`src/rtl/shared_divider_ctrl_if.sv`:
```
// Request/grant and result bundle between two client datapaths and the
// shared divider. master = client side, slave = divider controller side.
interface shared_divider_ctrl_if #(
    parameter int WIDTH = 8
);
    logic [1:0]       req;
    logic [WIDTH-1:0] dividend0;
    logic [WIDTH-1:0] divisor0;
    logic [WIDTH-1:0] dividend1;
    logic [WIDTH-1:0] divisor1;
    logic [1:0]       gnt;
    logic             busy;
    logic             done;
    logic             done_id;
    logic [WIDTH-1:0] quotient;
    logic [WIDTH-1:0] remainder;
    logic             div_zero;

    modport master (
        output req, dividend0, divisor0, dividend1, divisor1,
        input  gnt, busy, done, done_id, quotient, remainder, div_zero
    );

    modport slave (
        input  req, dividend0, divisor0, dividend1, divisor1,
        output gnt, busy, done, done_id, quotient, remainder, div_zero
    );
endinterface

```
`src/rtl/shared_divider_ctrl.sv`:
```
// Shared restoring divider with a two-requester arbiter and sequencer.
// Ports: clk, rst (async, active-high), bus (slave modport): req[1:0],
//   dividend0/1, divisor0/1 in; gnt[1:0], busy, done, done_id,
//   quotient, remainder, div_zero out (all registered).
// Build option: define RR_ARB_EN for round-robin arbitration; otherwise
//   requester 0 has fixed priority.
module shared_divider_ctrl #(
    parameter int WIDTH = 8
) (
    input logic                  clk,
    input logic                  rst,
    shared_divider_ctrl_if.slave bus
);
    localparam int SW = (WIDTH > 2) ? $clog2(WIDTH) : 1;

    typedef enum logic [1:0] {
        IDLE = 2'd0,
        RUN  = 2'd1,
        DONE = 2'd2
    } state_t;

    state_t state;
    state_t state_n;

    logic [WIDTH:0]   rem_q;
    logic [WIDTH-1:0] dvd_q;
    logic [WIDTH-1:0] dsr_q;
    logic [SW-1:0]    step_q;
    logic             id_q;

    logic [1:0]       gnt_q;
    logic             busy_q;
    logic             done_q;
    logic             done_id_q;
    logic [WIDTH-1:0] quo_q;
    logic [WIDTH-1:0] rmd_q;
    logic             dz_q;

    logic             accept;
    logic             win;
    logic [WIDTH-1:0] sel_dvd;
    logic [WIDTH-1:0] sel_dsr;
    logic             sel_zero;

    logic [WIDTH:0]   shifted;
    logic             ge;
    logic [WIDTH:0]   rem_n;
    logic [WIDTH-1:0] dvd_n;
    logic             last_step;

    // After every restoring step the partial remainder is below the
    // divisor, so its extra top bit only exists for the compare carry.
    logic unused_rem_msb;
    assign unused_rem_msb = rem_q[WIDTH];

`ifdef RR_ARB_EN
    logic last_q;

    // Tie goes to whichever requester was not served last.
    always_comb begin
        win = 1'b0;
        if (&bus.req) win = ~last_q;
        else          win = ~bus.req[0];
    end

    always_ff @(posedge clk or posedge rst) begin
        if (rst)         last_q <= 1'b1;
        else if (accept) last_q <= win;
    end
`else
    always_comb begin
        win = ~bus.req[0];
    end
`endif

    assign accept   = (state == IDLE) && (|bus.req);
    assign sel_dvd  = win ? bus.dividend1 : bus.dividend0;
    assign sel_dsr  = win ? bus.divisor1  : bus.divisor0;
    assign sel_zero = (sel_dsr == '0);

    // One restoring step: shift {rem, dvd} left, trial-subtract divisor.
    always_comb begin
        shifted   = {rem_q[WIDTH-1:0], dvd_q[WIDTH-1]};
        ge        = (shifted >= {1'b0, dsr_q});
        rem_n     = ge ? (shifted - {1'b0, dsr_q}) : shifted;
        dvd_n     = {dvd_q[WIDTH-2:0], ge};
        last_step = (step_q == SW'(WIDTH - 1));
    end

    always_ff @(posedge clk or posedge rst) begin
        if (rst) state <= IDLE;
        else     state <= state_n;
    end

    always_comb begin
        state_n = state;
        unique case (state)
            IDLE: begin
                if (accept) state_n = sel_zero ? DONE : RUN;
            end
            RUN: begin
                if (last_step) state_n = DONE;
            end
            DONE: begin
                state_n = IDLE;
            end
            default: begin
                state_n = IDLE;
            end
        endcase
    end

    always_ff @(posedge clk or posedge rst) begin
        if (rst) begin
            rem_q     <= '0;
            dvd_q     <= '0;
            dsr_q     <= '0;
            step_q    <= '0;
            id_q      <= 1'b0;
            gnt_q     <= 2'b00;
            busy_q    <= 1'b0;
            done_q    <= 1'b0;
            done_id_q <= 1'b0;
            quo_q     <= '0;
            rmd_q     <= '0;
            dz_q      <= 1'b0;
        end else begin
            gnt_q  <= accept ? (win ? 2'b10 : 2'b01) : 2'b00;
            busy_q <= (state_n != IDLE);
            done_q <= (state_n == DONE);

            if (accept) begin
                dvd_q  <= sel_dvd;
                dsr_q  <= sel_dsr;
                rem_q  <= '0;
                step_q <= '0;
                id_q   <= win;
                // Divide by zero skips RUN; results publish with the grant.
                if (sel_zero) begin
                    quo_q     <= '1;
                    rmd_q     <= sel_dvd;
                    dz_q      <= 1'b1;
                    done_id_q <= win;
                end
            end

            if (state == RUN) begin
                rem_q  <= rem_n;
                dvd_q  <= dvd_n;
                step_q <= step_q + 1'b1;
                if (last_step) begin
                    quo_q     <= dvd_n;
                    rmd_q     <= rem_n[WIDTH-1:0];
                    dz_q      <= 1'b0;
                    done_id_q <= id_q;
                end
            end
        end
    end

    assign bus.gnt       = gnt_q;
    assign bus.busy      = busy_q;
    assign bus.done      = done_q;
    assign bus.done_id   = done_id_q;
    assign bus.quotient  = quo_q;
    assign bus.remainder = rmd_q;
    assign bus.div_zero  = dz_q;
endmodule

```
`src/flat_wrapper.sv`:
```
// flat-port wrapper written by rule: the top's interface ports become plain ports
module shared_divider_ctrl_flat 
#(
    parameter int WIDTH = 8
)
  (clk, rst, bus_req, bus_dividend0, bus_divisor0, bus_dividend1, bus_divisor1, bus_gnt, bus_busy, bus_done, bus_done_id, bus_quotient, bus_remainder, bus_div_zero);
  shared_divider_ctrl_if #(.WIDTH(WIDTH)) bus_i ();
  input logic clk;
  input logic rst;
  input wire logic [$bits(bus_i.req)-1:0] bus_req;
  input wire logic [$bits(bus_i.dividend0)-1:0] bus_dividend0;
  input wire logic [$bits(bus_i.divisor0)-1:0] bus_divisor0;
  input wire logic [$bits(bus_i.dividend1)-1:0] bus_dividend1;
  input wire logic [$bits(bus_i.divisor1)-1:0] bus_divisor1;
  output wire logic [$bits(bus_i.gnt)-1:0] bus_gnt;
  output wire logic [$bits(bus_i.busy)-1:0] bus_busy;
  output wire logic [$bits(bus_i.done)-1:0] bus_done;
  output wire logic [$bits(bus_i.done_id)-1:0] bus_done_id;
  output wire logic [$bits(bus_i.quotient)-1:0] bus_quotient;
  output wire logic [$bits(bus_i.remainder)-1:0] bus_remainder;
  output wire logic [$bits(bus_i.div_zero)-1:0] bus_div_zero;
  assign bus_i.req = bus_req;
  assign bus_i.dividend0 = bus_dividend0;
  assign bus_i.divisor0 = bus_divisor0;
  assign bus_i.dividend1 = bus_dividend1;
  assign bus_i.divisor1 = bus_divisor1;
  assign bus_gnt = bus_i.gnt;
  assign bus_busy = bus_i.busy;
  assign bus_done = bus_i.done;
  assign bus_done_id = bus_i.done_id;
  assign bus_quotient = bus_i.quotient;
  assign bus_remainder = bus_i.remainder;
  assign bus_div_zero = bus_i.div_zero;
  shared_divider_ctrl #(.WIDTH(WIDTH)) u_core (.clk(clk), .rst(rst), .bus(bus_i));
endmodule
```
`config.mk`:
```
export PLATFORM = sky130hd
export DESIGN_NAME = shared_divider_ctrl_flat
export DESIGN_NICKNAME = d
export VERILOG_FILES = /design/src/rtl/shared_divider_ctrl_if.sv /design/src/rtl/shared_divider_ctrl.sv /design/src/flat_wrapper.sv
export SDC_FILE = /design/constraint.sdc
export NUM_CORES = 1
export LEC_CHECK = 0
export BUFFER_PORTS_ARGS = -buffer_cell sky130_fd_sc_hd__buf_2
export CAP_MARGIN = 5
export CELL_PAD_IN_SITES_DETAIL_PLACEMENT = 0
export CELL_PAD_IN_SITES_GLOBAL_PLACEMENT = 2
export CORE_ASPECT_RATIO = 1.4
export CORE_MARGIN = 10
export CORE_UTILIZATION = 37
export CTS_BUF_LIST = sky130_fd_sc_hd__clkbuf_4
export DETAILED_ROUTE_END_ITERATION = 7
export PLACE_DENSITY = 0.87
export SLEW_MARGIN = 30
export SYNTH_ARGS = -nofsm -noshare
export SYNTH_HDL_FRONTEND = slang
export SYNTH_SLANG_ARGS = --single-unit
```
`constraint.sdc`:
```
create_clock -name clk -period 5.7 [get_ports clk]
set_input_delay 0.57 -clock clk [delete_from_list [all_inputs] [get_ports clk]]
set_output_delay 0.57 -clock clk [all_outputs]
set_load 0.03 [all_outputs]
```
Word level (Yosys, flattened, before mapping)
Index checks and enable logic that the tools add are counted.
{"block": "totals", "input_bits": 36, "register_bits": 52, "wordCells": 57, "out_inout_bits": 22}
{"block": "classes", "n_lt_le_gt_ge": 1, "n_eq_ne": 3, "add_sub_neg": 2, "mux": 31, "reduce_logical": 6, "n_bitwise": 1}
{"op": "$mux W8", "n": 15}
{"op": "$mux W2", "n": 5}
{"op": "$ge A9 B8 Y1", "n": 1}
{"op": "$logic_not A8 Y1", "n": 1}
{"op": "$mux W1", "n": 8}
{"op": "$sub A8 B8 Y8", "n": 1}
{"op": "$mux W3", "n": 2}
{"op": "$pmux W2 S2", "n": 1}
{"op": "$reduce_bool A2 Y1", "n": 2}
{"op": "$add A3 B1 Y3 const B", "n": 1}
{"op": "$eq A3 B3 Y1 const B", "n": 1}
{"op": "$eq A2 B1 Y1 const B", "n": 1}
{"op": "$eq A2 B2 Y1 const B", "n": 1}
{"op": "$logic_not A2 Y1", "n": 1}
{"op": "$reduce_or A2 Y1", "n": 1}
{"op": "$logic_and A1 B1 Y1", "n": 1}
{"op": "$not A1 Y1", "n": 1}

Depth between registers and ports, before layout
{"block": "depth", "word_depth": 6, "depth_mapped": 10, "ltp_nobuf": 10}

Worst setup path before layout
No wires, ideal clock.
{"block": "synth_timing", "kind": "register to register", "startpoint": "register u_core.rem_q[0]", "endpoint": "register u_core.rem_q[0]", "setup_slack_ps": 3533, "setup_ps": 83, "arrival_ps": 2084, "n_path_buf": 1, "stages_incl_launch_ff": 9, "required_time_ps": 5617, "cell_sequence": "dfrtp_1 -> ha_1 -> nor2b_1 -> o31a_1 -> o41ai_2 -> a21o_1 -> buf_4 -> mux2_1 -> o21ai_0"}
{"block": "synth_between", "elab_chain_cells": 3}
{"element": "start: declaration", "line": "shared_divider_ctrl.sv:25", "source": "logic [WIDTH:0] rem_q;"}
{"element": "start signal: assignment", "line": "shared_divider_ctrl.sv:148", "source": "rem_q <= rem_n;"}
{"element": "$ge A9 B8 Y1", "line": "shared_divider_ctrl.sv:84", "source": "ge = (shifted >= {1'b0, dsr_q});"}
{"element": "$mux W8", "line": "shared_divider_ctrl.sv:85", "source": "rem_n = ge ? (shifted - {1'b0, dsr_q}) : shifted;"}
{"element": "$mux W8", "line": "shared_divider_ctrl.sv:147", "source": "if (state == RUN) begin"}
Every way passes these cells.
A chain may end at the register's enable or synchronous reset.

Worst setup path after layout
Same ends and word-level chain as after synthesis.

==> impl_metrics.py <==
metrics = {
    "outcome": {
        "status": "completed",
    },
    "yosys": {
        "ys_seq_area_share_pct": 46.3,
        "synth_ff_type": "dfrtp_1",
        "synth_edf_count": 0,
        "synth_area_leader_cell": "dfrtp_1",
        "syn-instance-count": 291,
        "synth_area_per_cell_um2": 9.65,
        "yosys_warnings": 0,
        "postSynthRegisterBits": 52,
        "synthDistinctLibCells": 43,
        "ys_async_sr_fraction_pct": 100,
        "netlist_area_um2": 2810,
        "syn-num-nets": 338,
        "ys_top_cells_by_area": "dfrtp_1 (46%), mux2i_1 (12%), ha_1 (4.5%)",
        "yosys.area.top_type_share_pct": 46.3,
    },
    "routing": {
        "drtIter0Drc": 122,
        "num_vias": 2213,
        "wl_met2_mm": 3.49,
        "met1_length_mm": 2.74,
        "postRouteAntennaNets": 0,
        "wl_mm": 6.68,
        "post-route-drc-count": 0,
        "wl_met3_um": 310,
        "viasPerCell": 5.03,
        "routed.top_layer": "met4",
        "wl_per_cell_um": 15.2,
        "dr.pass1.iters": 4,
    },
    "global_route": {
        "grt_max_degree": 53,
        "antenna_found_initial": 1,
        "grt_usage_pct": 12.1,
        "grt.overflow.total": 0,
        "grt_pass1_vias": 2316,
        "grt_pass1_wl_mm": 11.4,
    },
    "clock_tree": {
        "cts_sinks": 52,
        "clk_latency_ns": 0.37,
        "cts_resized": 0,
        "root_buffer": "clkbuf_4",
        "cts_buffers": 5,
        "cts_hold_repair.buffers": 0,
        "htreeDepth": 2,
        "path_clk_slew_ns": 0.15,
        "cts_tree": "yes",
        "cts_buffer_depth": 2,
        "postCtsSetupRepairBufs": 0,
    },
    "sta": {
        "period_share_pct": 45.4,
        "finalHoldViolCount": 0,
        "worst-slew-pin-transition_ns": 0.802,
        "max_freq_ghz": 0.386,
        "whs_ns": 0.253,
        "setup_viol": 0,
        "fin_crit_ns": 2.59,
        "slew_headroom_pct": 46.4,
        "skew_ns": 0.00878,
        "report.final.slew_viol_count": 0,
        "tns_ns": 0,
        "rsz0062_at_grt": "false",
    },
    "worst_hold_path": {
        "hp-class": "in -> async",
    },
    "pwr": {
        "power.density_nw_per_um2": 591,
        "ir_worst_vdd_uv": 211,
        "comb_power_share_pct": 57.2,
        "p_clk_share_pct": 8.8,
        "swShare_pct": 46.9,
        "fin_total_pwr_mw": 1.90,
        "p_leak_nw": 1.57,
        "power_switching_mw": 0.890,
        "p_int_mw": 1.01,
        "seq_power_share_pct": 34.1,
    },
    "setup_path": {
        "worstPathRequired_ns": 6.00,
        "cp.arrival_ns": 2.89,
        "worstSetupStartpointType": "register",
        "worstSetupPathType": "reg -> reg",
        "crit_path_end_kind": "register",
        "crit_fanout": 9,
    },
    "final_layout": {
        "final_common_cell": "buf_2",
        "layout_common_cells": "buf_2 (57), dfrtp_1 (52), mux2i_1 (33)",
        "fillCellCount": 741,
        "fin_nets": 388,
        "fin_cells": 440,
        "syn_to_final_growth_pct": 14.4,
        "drive_gt1_share_pct": 23.1,
    },
    "placed_design": {
        "gp_congestion": 0.752,
        "dp_cells": 431,
        "io_buffers": 57,
        "post-dp-hpwl_mm": 5.22,
    },
    "die": {
        "dieArea_um2": 11500,
        "die_y_um": 123,
        "io_pins": 58,
        "initial_core_util_pct": 38.1,
        "die_w_um": 93.6,
        "core_area_um2": 7360,
        "rows": 37,
    },
    "flow_run": {
        "maxCapViolations": 0,
    },
}
stage by stage:
step,util (%),setup slack [ns],instance area (um2)
floorplan,-,3.53,2810
global placement,42.8,2.80,3150
detailed placement,42.9,2.69,3150
CTS,43.6,3.07,3210
global route,43.7,2.85,3210
finish,43.7,3.11,3210
power by group through the flow:
stage                     registers (mW)  clock network (mW)  logic (mW)
after detailed placement           0.657                   0        1.10
after global routing               0.671               0.186        1.23
after global placement             0.653                   0        1.08
after floorplan                    0.762                   0       0.719
after CTS                          0.649               0.171        1.10
final                              0.647               0.167        1.09
state kept, by name, summed over array words and instances (netlist names):
name and count:
u_core.bus.busy 1, u_core.id_q 1, u_core.dsr_q 8, u_core.bus.quotient 8, u_core.step_q 3, u_core.bus.done 1
u_core.rem_q 8, u_core.dvd_q 8, u_core.bus.done_id 1, u_core.bus.gnt 2, u_core.bus.div_zero 1, u_core.bus.remainder 8
u_core.state 2
critical path: stages, from the launching register on:
cell	delay [ns]
dfrtp_1	0.46
ha_1	0.32
nor2b_1	0.15
o31a_1	0.29
o41ai_2	0.27
a21o_1	0.46
mux2_1	0.41
o21ai_0	0.15
cells in the mapped netlist, types with 2 or more instances:
cell      number
nand2b_1       3
o21bai_1       2
a21o_1         3
nand4_1        2
o22ai_1        3
o31ai_1        2
buf_2          4
xnor2_1        2
o211ai_1       3
nor2b_1        2
inv_1         14
a21oi_1        8
mux2i_1       33
o21ai_0       25
mux2_2         7
ha_1          10
nand3_1       11
nor3_1        11
nand2_1       32
nor2_1        32
dfrtp_1       52
clkbuf_1       8
buf_4          2
final timing paths:
| kind | end | slack, ns | cells after the start | startpoint |
|---|---|---|---|---|
| min reg2reg | u_core.dsr_q[6] | 0.50 | 2 | u_core.dsr_q[6] |
| max | u_core.rem_q[0] | 3.11 | 7 | u_core.rem_q[0] |
| max reg2reg | u_core.rem_q[0] | 3.11 | 7 | u_core.rem_q[0] |
| min in group clk | u_core.dsr_q[5] | 0.49 | 3 | bus_divisor1[5] |
| max in group asynchronous | u_core.rem_q[5] | 4.98 | 2 | rst |
| min | u_core.bus.quotient[7] | 0.25 | 2 | rst |
final cells by class:
| cell class | instances | area, um2 | area share, % |
|---|---|---|---|
| Tap cell | 97 | 121 | 3.78 |
| Clock inverter | 3 | 18.8 | 0.584 |
| Clock buffer | 5 | 37.5 | 1.17 |
| Inverter | 14 | 55.1 | 1.71 |
| Antenna cell | 1 | 2.50 | 0.0779 |
| Timing Repair Buffer | 59 | 300 | 9.35 |
| Multi-Input combinational cell | 209 | 1380 | 42.8 |
| Sequential cell | 52 | 1300 | 40.5 |
layer usage:
layer	vias to the layer above	global-route usage (%)
met1	1040	13.5
li1	1120	-
met2	46	21.9
met5	-	0
met4	0	5.14
met3	7	2.55
logic make-up after synthesis:
logic type                 count (synthesis)  synth area share (%)
xor gates and xnor gates                   3                 0.936
adders and majority gates                 11                  5.17
DFF                                       52                  46.3
AOI/OAI and AO/OA                         54                  11.7
muxes                                     41                  15.0
and+or+nand+nor                          100                  16.1
buffers and inverters                     30                  4.72
(Power assumes the default switching activity.)
